$ cat config.mk
export PLATFORM = sky130hd
export DESIGN_NAME = ordena8_seq_ctrl
export DESIGN_NICKNAME = d
export VERILOG_FILES = /design/src/rtl/ordena8_seq_ctrl.sv
export SDC_FILE = /design/constraint.sdc
export NUM_CORES = 1
export LEC_CHECK = 0
export BUFFER_PORTS_ARGS = -buffer_cell sky130_fd_sc_hd__buf_2
export CAP_MARGIN = 20
export CELL_PAD_IN_SITES_DETAIL_PLACEMENT = 1
export CELL_PAD_IN_SITES_GLOBAL_PLACEMENT = 1
export CORE_ASPECT_RATIO = 1.5
export CORE_UTILIZATION = 30
export CTS_BUF_LIST = sky130_fd_sc_hd__clkbuf_4 sky130_fd_sc_hd__clkbuf_8
export DETAILED_ROUTE_END_ITERATION = 12
export PLACE_DENSITY = 0.6
export SYNTH_ARGS = -nofsm -noshare
export SYNTH_HDL_FRONTEND = slang
export SYNTH_SLANG_ARGS = --single-unit
$ cat constraint.sdc
create_clock -name clk -period 2.14 [get_ports clk]
set_input_delay 0.107 -clock clk [delete_from_list [all_inputs] [get_ports clk]]
set_output_delay 0.107 -clock clk [all_outputs]
set_load 0.005 [all_outputs]
$ cat src/rtl/ordena8_seq_ctrl.sv
// Sequential 8-element odd-even transposition sorter: LOAD 8 elements, 8 SORT passes, UNLOAD in order.
// Build option ORDENA8_DESCEND_EN flips the compare so the set unloads in descending order.

module ordena8_cas #(
  parameter int WIDTH = 8
) (
  input  logic [WIDTH-1:0] a_i,
  input  logic [WIDTH-1:0] b_i,
  input  logic             en_i,
  output logic             swap_o
);
`ifdef ORDENA8_DESCEND_EN
  assign swap_o = en_i && (a_i < b_i);
`else
  // Strict compare: equal elements stay in place.
  assign swap_o = en_i && (a_i > b_i);
`endif
endmodule

module ordena8_seq_ctrl #(
  parameter int WIDTH = 8
) (
  input  logic             clk,
  input  logic             rst_n,
  input  logic             in_valid,
  output logic             in_ready,
  input  logic [WIDTH-1:0] in_data,
  output logic             out_valid,
  input  logic             out_ready,
  output logic [WIDTH-1:0] out_data,
  output logic             out_last,
  output logic             busy
);
  localparam int NUM_LANES = 8;

  localparam logic [1:0] ST_LOAD   = 2'd0;
  localparam logic [1:0] ST_SORT   = 2'd1;
  localparam logic [1:0] ST_UNLOAD = 2'd2;

  logic [1:0] state_q, state_d;
  logic [2:0] load_cnt_q, load_cnt_d;
  logic [2:0] pass_cnt_q, pass_cnt_d;
  logic [2:0] out_idx_q, out_idx_d;
  logic [NUM_LANES-1:0][WIDTH-1:0] r_q, r_d;
  logic [NUM_LANES-2:0] swap;
  logic sort_st, in_fire, out_fire;

  assign sort_st   = (state_q == ST_SORT);
  assign in_ready  = (state_q == ST_LOAD);
  assign out_valid = (state_q == ST_UNLOAD);
  assign busy      = (state_q != ST_LOAD);
  assign in_fire   = in_valid && in_ready;
  assign out_fire  = out_valid && out_ready;
  assign out_data  = out_valid ? r_q[out_idx_q] : '0;
  assign out_last  = out_valid && (out_idx_q == 3'd7);

  // One comparator per adjacent pair; pass parity selects even or odd pairs.
  for (genvar i = 0; i < NUM_LANES-1; i++) begin : g_cas
    localparam logic ODD = ((i % 2) == 1);
    ordena8_cas #(.WIDTH(WIDTH)) u_cas (
      .a_i    (r_q[i]),
      .b_i    (r_q[i+1]),
      .en_i   (sort_st && (pass_cnt_q[0] == ODD)),
      .swap_o (swap[i])
    );
  end

  always_comb begin
    r_d = r_q;
    if (in_fire) begin
      r_d[load_cnt_q] = in_data;
    end
    // Active pairs in one pass never overlap, so swaps are independent.
    for (int i = 0; i < NUM_LANES-1; i++) begin
      if (swap[i]) begin
        r_d[i]   = r_q[i+1];
        r_d[i+1] = r_q[i];
      end
    end
  end

  always_comb begin
    state_d    = state_q;
    load_cnt_d = load_cnt_q;
    pass_cnt_d = pass_cnt_q;
    out_idx_d  = out_idx_q;
    case (state_q)
      ST_LOAD: begin
        if (in_fire) begin
          load_cnt_d = load_cnt_q + 3'd1;
          if (load_cnt_q == 3'd7) begin
            state_d    = ST_SORT;
            pass_cnt_d = 3'd0;
          end
        end
      end
      ST_SORT: begin
        pass_cnt_d = pass_cnt_q + 3'd1;
        if (pass_cnt_q == 3'd7) begin
          state_d    = ST_UNLOAD;
          out_idx_d  = 3'd0;
          pass_cnt_d = 3'd0;
        end
      end
      ST_UNLOAD: begin
        if (out_fire) begin
          out_idx_d = out_idx_q + 3'd1;
          if (out_idx_q == 3'd7) begin
            state_d    = ST_LOAD;
            load_cnt_d = 3'd0;
            out_idx_d  = 3'd0;
          end
        end
      end
      default: state_d = ST_LOAD;
    endcase
  end

  always_ff @(posedge clk or negedge rst_n) begin
    if (!rst_n) begin
      state_q    <= ST_LOAD;
      load_cnt_q <= 3'd0;
      pass_cnt_q <= 3'd0;
      out_idx_q  <= 3'd0;
      r_q        <= '0;
    end else begin
      state_q    <= state_d;
      load_cnt_q <= load_cnt_d;
      pass_cnt_q <= pass_cnt_d;
      out_idx_q  <= out_idx_d;
      r_q        <= r_d;
    end
  end

endmodule

### Word level (Yosys, flattened, before mapping)

Index checks and enable logic that the tools add are counted.

| word-level totals | value |
|---|---|
| register bits | 75 |
| bits of input ports | 12 |

| operators by class | value |
|---|---|
| add/subtract/negate cells | 3 |
| $lt $le $gt $ge | 10 |
| equality and inequality tests | 10 |
| multiplexer cells | 32 |
| bitwise operators | 1 |
| reduce and logical (&&, ||, !) cells | 30 |

Operators by type and width:

| kind | number |
|---|---|
| two-way mux 16 bit | 7 |
| bitwise mux 64 bit | 1 |
| two-way mux 64 bit | 1 |
| > comparator 8 bit | 7 |
| two-way mux 3 bit | 9 |
| binary-select mux 8 bit (select 3 bit) | 1 |
| demux 8 bit (select 3 bit) | 1 |
| two-way mux 8 bit | 3 |
| one-hot mux 3 bit (2 select lines) | 3 |
| nonzero test 3 bit | 6 |
| logical AND 1 bit | 13 |
| nonzero test 2 bit | 6 |
| two-way mux 2 bit | 5 |
| inequality test 2 x 1 -> 1 bit, second input constant | 5 |
| adder 3 x 1 -> 3 bit, second input constant | 3 |
| == test 3 bit, second input constant | 3 |
| less-than comparator 3 x 4 -> 1 bit, second input constant | 2 |
| one-hot mux 2 bit (3 select lines) | 1 |
| AND reduction 3 bit | 2 |
| AND reduction 5 bit | 1 |
| AND reduction 4 bit | 1 |
| greater-or-equal comparator 3 x 1 -> 1 bit, second input constant | 1 |
| == test 2 x 1 -> 1 bit, second input constant | 1 |
| == test 2 bit, second input constant | 1 |
| 2 further kinds | 2 |

### Longest topological paths before layout

| depth | value |
|---|---|
| depth in word-level cells | 13 |
| gate-level depth with buffers | 11 |

### Cells and area by module

Synthesis repeated with hierarchy kept, for this count alone.

| unflattened totals | value |
|---|---|
| cells, all modules | 722 |
| area total of the unflattened synthesis | 6353.6 um^2 |

By module, submodules not included:

| module | times used | cells an instance | area each (um^2) |
|---|---|---|---|
| ordena8_seq_ctrl | 1 | 533 | 4969.8 |
| ordena8_cas | 7 | 27 | 197.7 |

### Least setup slack after synthesis

OpenSTA, ideal clock, no wires.

| path | value |
|---|---|
| kind | register to register |
| from | register r_q[45] in the netlist's numbering |
| to | register r_q[40] in the netlist's numbering |
| setup time | 125 ps |
| data arrival time | 2177 ps |
| data required time | 2015 ps |
| path slack | -162 ps |
| cell stages (with the launch flop) | 11 |
| buffers on the path | 2 |
| cells stage by stage | dfrtp_1 inv_1 ha_1 a211o_1 a21oi_2 and3_1 buf_4 or2_0 buf_6 o311ai_4 mux2_4 |

| on the way | value |
|---|---|
| cells in the longest elaborated chain, start to end | 4 |
| elaborated cells on any way between the ends | 7 |
| classes of those cells | 2 x order compare; 2 x mux; 3 x reduce/logical |

RTL lines:

| item | RTL line | text |
|---|---|---|
| from (decl) | 44 | `logic [NUM_LANES-1:0][WIDTH-1:0] r_q, r_d;` |
| from (signal assigned) | 131 | `r_q <= r_d;` |
| > comparator 8 bit | 16 | `assign swap_o = en_i && (a_i > b_i);` |
| logical AND 1 bit | 16 |  |
| two-way mux 16 bit (2 in a row) | 75 | `if (swap[i]) begin` |

Several ways; a longest one is shown, not always the timed one.
A chain may end at the register's enable or synchronous reset.

### Worst setup path in the final report

| path | value |
|---|---|
| from | register r_q[45] in the netlist's numbering |
| to | register r_q[42] in the netlist's numbering |

Same word-level chain as after synthesis.

==> flow_metrics.env <==
export IMPL_slew_headroom=0.484
export IMPL_drive_gt1_frac=0.496
export IMPL_antenna_cells=0
export IMPL_start_util=0.310
export IMPL_min_from="out_ready"
export IMPL_finalSetupViolCount=40
export IMPL_rr_startpoint="r_q[45]"
export IMPL_arrival_ns=2.68
export IMPL_run_status="complete, but fails checks"
export IMPL_fillers=2179
export IMPL_drc=0
export IMPL_hpwl_um=18000
export IMPL_totalWireLength_um=25800
export IMPL_yosys_most_used_dff="dfrtp_1"
export IMPL_path_max_fanout=8
export IMPL_drtIter0Drc=241
export IMPL_clockRootBuffer="clkbuf_8"
export IMPL_fp_dieW_um=119
export IMPL_seqCellArea_mm2=0.00189
export IMPL_seq_power_share=0.180
export IMPL_p_switching_mw=7.08
export IMPL_numPortBuffers=23
export IMPL_std_cell_rows=63
export IMPL_synth_area_top_cells="dfrtp_1, ha_1, mux4_2"
export IMPL_synth_top_area_frac=0.304
export IMPL_grt_pass1_wl_um=38000
export IMPL_tightest_slew_ns=0.772
export IMPL_ys_warn_count=0
export IMPL_period_needed_ns=2.41
export IMPL_cts_buffers=9
export IMPL_synth_seq_cells=75
export IMPL_synth_nets=714
export IMPL_drtPass1Iterations=5
export IMPL_comb_power_share=0.745
export IMPL_crit_path_end="r_q[42]"
export IMPL_peakVddDrop_mv=0.692
export IMPL_ff2ff_setup_slack_ns=-0.27
export IMPL_synth_avg_cell_area_um2=9.65
export IMPL_antenna_found_initial=0
export IMPL_clock_fmax_mhz=416
export IMPL_final_area_mm2=0.00922
export IMPL_required_ns=2.41
export IMPL_vias=6242
export IMPL_hold_viol=0
export IMPL_finClkSkew_ns=0.0243
export IMPL_dp_slack_ns=-0.388
export IMPL_io_pins=24
export IMPL_synth_edff_count=0
export IMPL_crit_start="r_q[45]"
export IMPL_placed_area_mm2=0.00758
export IMPL_yosys_area_top_type="dfrtp_1"
export IMPL_end_kind="flip-flop"
export IMPL_yosysUniqueCellTypes=66
export IMPL_grt_max_degree=54
export IMPL_fin_cells=1085
export IMPL_async_flop_share=1.00
export IMPL_switching_share=0.450
export IMPL_h_tree_depth=3
export IMPL_layout_commonest_cell="buf_4"
export IMPL_cts_tree="yes"
export IMPL_core_area_mm2=0.0199
export IMPL_multi_input_area_mm2=0.00478
export IMPL_ant_nets=0
export IMPL_maxCapViolations=0
export IMPL_routedWlPerCell_um=23.7
export IMPL_path_class="reg2reg"
export IMPL_timing_reg2reg_worst_path_depth=9
export IMPL_leakage_nw=4.07
export IMPL_viasPerCell=5.75
export IMPL_power_mw=15.7
export IMPL_hold_slack_ns=0.0448
export IMPL_postLayoutCoreUtil=0.462
export IMPL_fin_ws_ns=-0.266
export IMPL_layout_nets=895
export IMPL_setup_tns_ns=-5.96
export IMPL_area_growth_pct=49.3
export IMPL_clock_sinks=75
export IMPL_grtUsageTotal=0.238
export IMPL_gr_total_overflow=0
export IMPL_cts_buffer_depth=2
export IMPL_grt_pass1_vias=6896
export IMPL_netlist_area_mm2=0.00617
export IMPL_rr_endpoint="r_q[42]"
export IMPL_die_y_um=178
export IMPL_globalplace_congestion=0.853
export IMPL_timing_final_crit_share=1.12
export IMPL_p_int_mw=8.67
export IMPL_synthCells=640
export IMPL_seq_area_frac_synth=0.304
export IMPL_cellPowerDensity_mw_per_mm2=1710
export IMPL_clk_latency_ns=0.40
export IMPL_violations="negative setup slack"
export IMPL_cts_clk_slew_worst_paths_ns=0.10
export IMPL_grt_setup_unrepaired="yes"
export IMPL_placed_cells=1022
export IMPL_report_final_slew_viol_count=0
export IMPL_layout_common_cells="buf_4, dfrtp_1, inv_1"
export IMPL_pwr_share_clk=0.075
export IMPL_min_path_type="in2reg"
export IMPL_dieArea_mm2=0.0212
export IMPL_start_kind="flip-flop"
-- final cells by class --
cell class / count / share of cell area
clock buffers: 9 / 0.0134
clock inverters: 6 / 0.00733
inverters: 59 / 0.0243
multi-input cells: 460 / 0.519
flip-flops and latches: 75 / 0.205
well taps: 260 / 0.0353
repair buffers: 216 / 0.196
-- per-layer routing --
layer,up-vias,part of all wire,GRT usage
met3,91,0.032,0.0273
met2,186,0.55,0.452
met4,0,0.060,0.162
met1,3155,0.35,0.241
li1,2810,-,-
met5,-,0,0
-- cells in the mapped netlist, types with 11 or more instances --
| cell type | number |
|---|---|
| mux2i_1 | 24 |
| mux4_2 | 16 |
| a211oi_1 | 12 |
| nor3_1 | 22 |
| a21oi_1 | 25 |
| or3_1 | 11 |
| dfrtp_1 | 75 |
| nor2_1 | 33 |
| o211ai_1 | 13 |
| ha_1 | 62 |
| nand3_1 | 16 |
| nand2_1 | 17 |
| clkbuf_1 | 29 |
| o22ai_1 | 14 |
| buf_2 | 12 |
| o21ai_1 | 12 |
| inv_1 | 59 |
| a31oi_1 | 16 |
| nor2b_1 | 12 |
-- critical path, stage by stage (launching register included) --
cell,delay (ns)
dfrtp_2,0.45
inv_2,0.07
ha_4,0.19
a211o_1,0.29
a21oi_4,0.18
and3_4,0.22
or2_1,0.14
buf_6,0.14
o311ai_4,0.25
mux2_4,0.37
-- kinds of logic (layout without fill, tap and decap cells) --
| kind of cell | Yosys count | after routing | share of synthesized area |
|---|---|---|---|
| fa+ha+maj | 62 | 62 | 0.126 |
| flops | 75 | 75 | 0.304 |
| simple gates | 160 | 160 | 0.145 |
| mux | 60 | 60 | 0.139 |
| buf+inv | 105 | 290 | 0.0705 |
| compound gates | 178 | 178 | 0.217 |
-- registers in the layout, summed over array words and instances, names as in the netlist --
signal / count
out_idx_q: 3
pass_cnt_q: 3
state_q: 2
load_cnt_q: 3
r_q: 64
-- worst min-delay path by stage --
stage / depth (start not counted) / slack, ns / endpoint
floorplan: 0 / -0.19 / load_cnt_q[0]
global placement: 1 / 0.02 / r_q[0]
detailed placement: 1 / 0.04 / r_q[0]
CTS: 3 / 0.04 / out_idx_q[0]
global route: 3 / 0.08 / state_q[1]
finish: 3 / 0.04 / out_idx_q[0]
-- timing repair --
item / CTS / global route
setup buffers: 26 / 23
hold buffers: 1 / 0
cloned: 2 / 2
hold endpoints to repair: 22 / 0
pin swaps: 28 / 56
gates resized for setup: 90 / 102
setup endpoints to repair: 55 / 56
-- power by group through the flow --
stage	combinational (mW)	clock [mW]	sequential [mW]
finish	11.7	1.19	2.83
global route	12.6	1.24	2.91
CTS	9.94	1.19	2.76
detailed placement	8.58	0	2.76
global placement	8.24	0	2.72
floorplan	4.98	0	2.69
(Power assumes the default switching activity.)
